[config.mk]
export PLATFORM = sky130hd
export DESIGN_NAME = cfg_ctrl_flat
export DESIGN_NICKNAME = d
export VERILOG_FILES = /design/src/rtl/cfg_if.sv /design/src/rtl/cfg_ctrl.sv /design/src/flat_wrapper.sv
export SDC_FILE = /design/constraint.sdc
export NUM_CORES = 1
export LEC_CHECK = 0
export BUFFER_PORTS_ARGS = -buffer_cell sky130_fd_sc_hd__buf_2
export CAP_MARGIN = 20
export CORE_MARGIN = 5
export CORE_UTILIZATION = 49
export DETAILED_ROUTE_END_ITERATION = 7
export PLACE_DENSITY_LB_ADDON = 0.12
export RECOVER_POWER = 25
export SLEW_MARGIN = 20
export SYNTH_ARGS = -nofsm -noshare
export SYNTH_HDL_FRONTEND = slang
export SYNTH_SLANG_ARGS = --single-unit
[constraint.sdc]
create_clock -name clk -period 1.3 [get_ports clk]
set_input_delay 0.195 -clock clk [delete_from_list [all_inputs] [get_ports clk]]
set_output_delay 0.195 -clock clk [all_outputs]
set_load 0.02 [all_outputs]
[src/rtl/cfg_if.sv]
// Config-port bus between the bus block and cfg_ctrl: the write strobe and data byte in,
// the decoded device selects back out.
interface cfg_if;
    logic       wr_port;
    logic [7:0] din;
    logic       ym_sel;
    logic       ym_stat;
    logic       saa_sel;

    modport master (output wr_port, din, input  ym_sel, ym_stat, saa_sel);
    modport slave  (input  wr_port, din, output ym_sel, ym_stat, saa_sel);
endinterface

[src/rtl/cfg_ctrl.sv]
// Sound card config register, YM2203/SAA1099 clock generation from the 56MHz system clock,
// and the YM reset sequencer that runs after system reset.
module cfg_ctrl #(
    parameter int YM_DIV     = 16,
    parameter int SAA_DIV    = 7,
    parameter int RST_CYCLES = 1024
) (
    input  logic  clk,
    input  logic  rst,
    cfg_if.slave  bus,
    output logic  ym_half,
    output logic  ymclk,
    output logic  saaclk,
    output logic  ym_rst_n,
    output logic  busy
);
    localparam int RW = $clog2(RST_CYCLES);
    localparam int YW = $clog2(YM_DIV);
    localparam int SW = $clog2(SAA_DIV);

    typedef enum logic {HOLD, RUN} rst_state_t;

    rst_state_t    state, state_next;
    logic [RW-1:0] rcnt, rcnt_next;
    logic [YW-1:0] ycnt;
    logic [SW-1:0] scnt;
    logic          ph;
    logic          pending_half;
    logic          y_wrap;
    logic          s_wrap;
    logic          unused_din_hi;

    // The upper nibble is already qualified as 0xF by the bus block.
    assign unused_din_hi = ^bus.din[7:4];

    // ---------------- reset sequencer ----------------
    always_ff @(posedge clk) begin
        // NOTE: sequential state uses non-blocking assignments so every flop samples pre-edge values.
        if (rst) begin
            state    <= HOLD;
            rcnt     <= '0;
            ym_rst_n <= 1'b0;
            busy     <= 1'b1;
        end else begin
            state    <= state_next;
            rcnt     <= rcnt_next;
            ym_rst_n <= (state_next == RUN);
            busy     <= (state_next == HOLD);
        end
    end

    always_comb begin
        // NOTE: defaults first so no path leaves a variable unassigned (no latch).
        state_next = state;
        rcnt_next  = rcnt;
        case (state)
            HOLD: begin
                if (rcnt == RW'(RST_CYCLES - 1)) state_next = RUN;
                else                             rcnt_next  = rcnt + 1'b1;
            end
            RUN:     state_next = RUN;
            default: state_next = HOLD;
        endcase
    end

    // ---------------- config register ----------------
    always_ff @(posedge clk) begin
        if (rst) begin
            bus.ym_sel   <= 1'b0;
            bus.ym_stat  <= 1'b0;
            bus.saa_sel  <= 1'b0;
            pending_half <= 1'b0;
        end else if (bus.wr_port && !busy) begin
            bus.ym_sel   <= ~bus.din[0];
            bus.ym_stat  <= ~bus.din[1];
            bus.saa_sel  <= ~bus.din[2];
            pending_half <= ~bus.din[3];
        end
    end

    // ---------------- SAA1099 clock ----------------
    assign s_wrap = (scnt == SW'(SAA_DIV - 1));

    always_ff @(posedge clk) begin
        if (rst) begin
            scnt   <= '0;
            saaclk <= 1'b0;
        end else begin
            scnt   <= s_wrap ? '0 : scnt + 1'b1;
            saaclk <= (scnt < SW'(SAA_DIV / 2));
        end
    end

    // ---------------- YM2203 clock ----------------
    assign y_wrap = (ycnt == YW'(YM_DIV - 1));

    always_ff @(posedge clk) begin
        if (rst) begin
            ycnt    <= '0;
            ph      <= 1'b0;
            ymclk   <= 1'b0;
            ym_half <= 1'b0;
        end else begin
            ycnt  <= y_wrap ? '0 : ycnt + 1'b1;
            ymclk <= ym_half ? ~ph : (ycnt < YW'(YM_DIV / 2));
            if (y_wrap) ph <= ~ph;
            // Wrapping into ph=0 is a rising boundary in both modes, so switching here never
            // shortens a phase.
            if (y_wrap && ph) ym_half <= pending_half;
        end
    end
endmodule

[src/flat_wrapper.sv]
// flat-port wrapper written by rule: the top's interface ports become plain ports
module cfg_ctrl_flat 
#(
    parameter int YM_DIV     = 16,
    parameter int SAA_DIV    = 7,
    parameter int RST_CYCLES = 1024
)
  (clk, rst, ym_half, ymclk, saaclk, ym_rst_n, busy, bus_wr_port, bus_din, bus_ym_sel, bus_ym_stat, bus_saa_sel);
  cfg_if bus_i ();
  input  logic clk;
  input  logic rst;
  output logic ym_half;
  output logic ymclk;
  output logic saaclk;
  output logic ym_rst_n;
  output logic busy;
  input wire logic [$bits(bus_i.wr_port)-1:0] bus_wr_port;
  input wire logic [$bits(bus_i.din)-1:0] bus_din;
  output wire logic [$bits(bus_i.ym_sel)-1:0] bus_ym_sel;
  output wire logic [$bits(bus_i.ym_stat)-1:0] bus_ym_stat;
  output wire logic [$bits(bus_i.saa_sel)-1:0] bus_saa_sel;
  assign bus_i.wr_port = bus_wr_port;
  assign bus_i.din = bus_din;
  assign bus_ym_sel = bus_i.ym_sel;
  assign bus_ym_stat = bus_i.ym_stat;
  assign bus_saa_sel = bus_i.saa_sel;
  cfg_ctrl #(.YM_DIV(YM_DIV), .SAA_DIV(SAA_DIV), .RST_CYCLES(RST_CYCLES)) u_core (.clk(clk), .rst(rst), .bus(bus_i), .ym_half(ym_half), .ymclk(ymclk), .saaclk(saaclk), .ym_rst_n(ym_rst_n), .busy(busy));
endmodule
### Word-level counts from Yosys, hierarchy flattened

Index checks and enable logic that the tools add are counted.
W data, S select, Z words.

| word-level totals | value |
|---|---|
| output and inout bits | 8 |
| logic and storage cells | 38 |
| register bits after elaboration | 27 |
| bits of input ports | 11 |

| operators by class | value |
|---|---|
| order comparisons | 2 |
| mux-type cells | 3 |
| $add $sub $neg | 3 |
| reduce and logical (&&, ||, !) cells | 6 |
| bitwise operators | 8 |
| equal/unequal tests | 3 |

Operators with widths:

| operator | number |
|---|---|
| $add A10 B1 Y10 const B | 1 |
| $eq A10 B10 Y1 const B | 1 |
| $not A1 Y1 | 8 |
| $add A4 B1 Y4 const B | 1 |
| $eq A4 B4 Y1 const B | 1 |
| $lt A4 B4 Y1 const B | 1 |
| $reduce_or A2 Y1 | 2 |
| $add A3 B1 Y3 const B | 1 |
| $eq A3 B3 Y1 const B | 1 |
| $lt A3 B2 Y1 const B | 1 |
| $logic_and A1 B1 Y1 | 2 |
| $mux W1 | 2 |
| $pmux W1 S2 | 1 |
| $reduce_and A2 Y1 | 1 |
| $logic_not A1 Y1 | 1 |

### Depth between registers and ports, before layout

| logic depth | value |
|---|---|
| depth in word-level cells | 4 |
| depth in mapped cells | 5 |
| mapped depth without buffers | 5 |

### Least setup slack after synthesis

Ideal clock, no wire load.

| timing | value |
|---|---|
| path kind | register to register |
| from | register u_core.rcnt[0] |
| to | register u_core.busy |
| clock period less this slack | 1.255 ns |
| slack | 0.045 ns |
| required time | 1.186 ns |
| path buffers | 0 |
| data arrival time | 1.141 ns |
| library setup time | 0.114 ns |
| stages on the path, launching flop included | 5 |
| path through | dfxtp_1 -> ha_1 -> and4_1 -> nand3_2 -> a21o_1 |

| between the ends | value |
|---|---|
| word-level cells in the longest chain between the ends | 4 |

Ends and longest elaborated chain:

| item | RTL line | source |
|---|---|---|
| from (decl) | cfg_ctrl.sv:24 | `logic [RW-1:0] rcnt, rcnt_next;` |
| from (signal assigned) | cfg_ctrl.sv:46 | `rcnt <= rcnt_next;` |
| $eq A10 B10 Y1 | cfg_ctrl.sv:58 | `if (rcnt == RW'(RST_CYCLES - 1)) state_next = RUN;` |
| $mux W1 | cfg_ctrl.sv:58 |  |
| $pmux W1 S2 | cfg_ctrl.sv:56 | `case (state)` |
| $not A1 Y1 | cfg_ctrl.sv:48 | `busy <= (state_next == HOLD);` |
| to (signal assigned) | cfg_ctrl.sv:48 |  |
| to (decl) | cfg_ctrl.sv:15 | `output logic busy` |

No other way between the ends.
A chain may end at the register's enable or synchronous reset.

### Final worst setup path

| timing | value |
|---|---|
| from | register u_core.rcnt[1] |
| to | register u_core.rcnt[1] |

| between the ends | value |
|---|---|
| word-level cells in the longest chain between the ends | 3 |
| elaborated cells on any way between the ends | 4 |
| classes of those cells | add/sub: 1; eq/ne: 1; bitwise: 1; reduce/logical: 1 |

Ends and longest elaborated chain:

| item |
|---|
| branches (longest 3 deep; another with $add A10 B1 Y10) |

Several ways; the timed one is not identified.

==> reports/metrics.csv <==
metric;value;unit
violations;setup timing;
cellPowerDensity;1119;nW/um2
grt_pass1_wl;4.257;mm
relSlewSlack;0.6757;
grt_max_degree;20;
syn_inst;123;
gp_congestion;0.8307;
cts_buffers;3;
setup_tns;-3.772;ps
vias_per_cell;5.685;
area_growth;23.36;%
antenna_found_initial;0;
path_cells;ha_4, or3b_4, o22ai_2, a211o_1;
syn_nets;138;
clock_latency;340;ps
num_vias;1029;
finalWorstSetupSlack;-3.772;ps
routed_wirelength;2.438;mm
cts_tree;built;
grt_usage;0.1565;
worst_setup_path_start_kind;flop;
dieHeight;59.49;um
cap_violations;0;
firstDrtPassIters;4;
drt_first_iter_violations;27;
cts.sinks;27;
final_util;0.6142;
skew;9.854;ps
cp_slowest_cell;or3b_4;
stdcell_count;181;
htree_levels;1;
start_util;0.4979;
antenna_left;0;
dieArea;3538;um2
worstPathRequired;1590;ps
drc_errors;0;
dp_hpwl;1.665;mm
synth_warnings;0;
clk_pin_slew_worst_paths;160;ps
finalSetupViolations;1;
critPathKind;reg -> reg;
clockBufferDepth;2;
yosysSeqAreaShare;0.4505;
syn_area;1200;um2
hp-class;in -> reg;
yosysUniqueCellTypes;37;
dpl.cell_count;173;
rsz0062_at_grt;true;
finalCriticalPeriod;1304;ps
row_count;18;
slowest_delay;370;ps
crit_arrival;1590;ps
fin_crit_sh;1.003;
wire_per_inst;13.47;um
hold_viol_final;0;
ir_drop;0.7120;mV
cp-end-kind;flop;
fin_nets;167;
synth_seq_cells;27;
power_leakage;0.5854;nW
critPathMaxFanout;2;
status;complete, but fails checks;
n_antenna_cell;0;
io_buffers;14;
fmax;767.0;MHz
core_area;2410;um2
fill_cells;220;
grt_overflow;0;
syn_area_per_cell;9.755;um2
tightest_slew;485.4;ps
holdWs;5.400;ps
drive_above_1_share;0.3245;
r2r_slack;-4;ps
die_width;59.49;um
num_io_pins;19;
slew_viol_final;0;
grt_pass1_vias;1017;
clock-root-buffer;clkbuf_4;
==> stage by stage <==
| stage | area [um2] | setup WS (ps) | power [mW] |
|---|---|---|---|
| 2_1_floorplan | 1200 | 44.82 | 1.107 |
| 3_3_place_gp | 1369 | 7.212 | 1.221 |
| 3_5_place_dp | 1369 | 4.737 | 1.230 |
| 4_1_cts | 1440 | -7.060 | 1.625 |
| 5_1_grt | 1480 | -40.33 | 1.744 |
| 6_report | 1480 | -3.772 | 1.656 |
==> metal layers <==
metal | vias to the layer above | part of all wire | GRT usage
li1 | 523 | - | -
met1 | 487 | 0.50 | 0.2037
met2 | 14 | 0.45 | 0.2449
met3 | 5 | 0.031 | 0.01961
met4 | 0 | 0.019 | 0.09385
met5 | - | 0 | 0
==> worst max-delay path, delay by kind of cell, from the launching register on <==
kind | cells | cell delay [ps]
compound gates | 2 | 280
flops | 1 | 360
fa+ha+maj | 1 | 250
simple gates | 1 | 370
==> layout by cell type, fill, tap and decap left out, types with 4 or more instances in the layout <==
cell type,instances
dfxtp_2,4
a21oi_1,9
nand2_1,5
nor2_1,10
and4b_1,4
a211oi_1,6
buf_2,12
buf_4,14
a31oi_1,5
dfxtp_1,23
==> cells in the mapped netlist <==
library cell	n	area [um2]
a311oi_1	1	8.760
a31oi_1	5	31.28
and4_1	5	43.79
dfxtp_1	27	540.5
xnor2_1	2	17.52
a41oi_2	1	16.27
and3b_1	1	8.760
nor3_1	3	15.01
ha_1	4	50.05
o21bai_1	2	15.01
nand2_1	5	18.77
nand4_1	3	18.77
a311oi_2	1	15.01
and3_1	1	6.260
nor2_1	10	37.54
o22ai_1	2	12.51
a211oi_2	2	25.02
or3b_1	1	8.760
nand3_1	2	10.01
inv_1	3	11.26
nand4b_1	1	8.760
or3_1	1	6.260
a211o_1	2	17.52
mux2i_1	1	10.01
o21ai_0	1	5.000
nor2b_1	3	18.77
clkbuf_1	1	3.750
buf_2	2	10.01
nor3b_1	3	22.52
buf_4	2	15.01
and4b_1	4	40.04
a21o_1	2	15.01
and2_4	1	8.760
a21oi_1	9	45.04
a211oi_1	6	45.04
nand3_2	1	10.01
buf_1	2	7.510
==> power breakdown <==
group / total [mW] / internal, mW / switching [mW]
Combinational: 0.332 / 0.195 / 0.138
Sequential: 0.939 / 0.889 / 0.0501
Clock: 0.385 / 0.118 / 0.267
==> final timing paths <==
| check | startpoint | endpoint | depth (start not counted) |
|---|---|---|---|
| min | bus_din[1] | u_core.bus.ym_stat | 2 |
| min reg2reg | u_core.scnt[2] | u_core.saaclk | 1 |
| max reg2reg | u_core.rcnt[1] | u_core.rcnt[1] | 4 |
| max | u_core.rcnt[1] | u_core.rcnt[1] | 4 |
==> sequential cells by signal, indices dropped and copies added, names as in the netlist <==
signal and cells:
u_core.ymclk 1, u_core.ycnt 4, u_core.ym_half 1, u_core.rcnt 10, u_core.pending_half 1, u_core.ph 1
u_core.ym_rst_n 1, u_core.bus.ym_sel 1, u_core.bus.saa_sel 1, u_core.busy 1, u_core.saaclk 1, u_core.bus.ym_stat 1
u_core.scnt 3
==> cell type report <==
class                           count  area [um2]  share of cell area
Inverter                            3       11.26            0.007608
Multi-Input combinational cell     86       653.1              0.4413
Clock buffer                        3       22.52             0.01522
Sequential cell                    27       545.5              0.3686
Tap cell                           30       37.54             0.02536
Clock inverter                      1       7.507            0.005072
Timing Repair Buffer               31       202.7              0.1369
==> logic make-up (layout without fill, tap and decap cells) <==
| group | count (synthesis) | count (layout) | synth area share |
|---|---|---|---|
| XOR/XNOR | 2 | 2 | 0.01460 |
| buffers and inverters | 10 | 38 | 0.03962 |
| flip-flops | 27 | 27 | 0.4505 |
| adder cells (fa/ha/maj) | 4 | 4 | 0.04171 |
| AO/OA/AOI/OAI | 34 | 34 | 0.2096 |
| multiplexers | 1 | 1 | 0.008342 |
| AND/OR/NAND/NOR | 45 | 45 | 0.2357 |
==> timing repair <==
action	in CTS	in global routing
pin swaps	0	3
buffers inserted	1	0
hold endpoints to repair	3	0
hold buffers	3	0
resized for setup	2	12
setup endpoints to repair	2	13
Note: power is estimated with default switching activity, not from simulation.
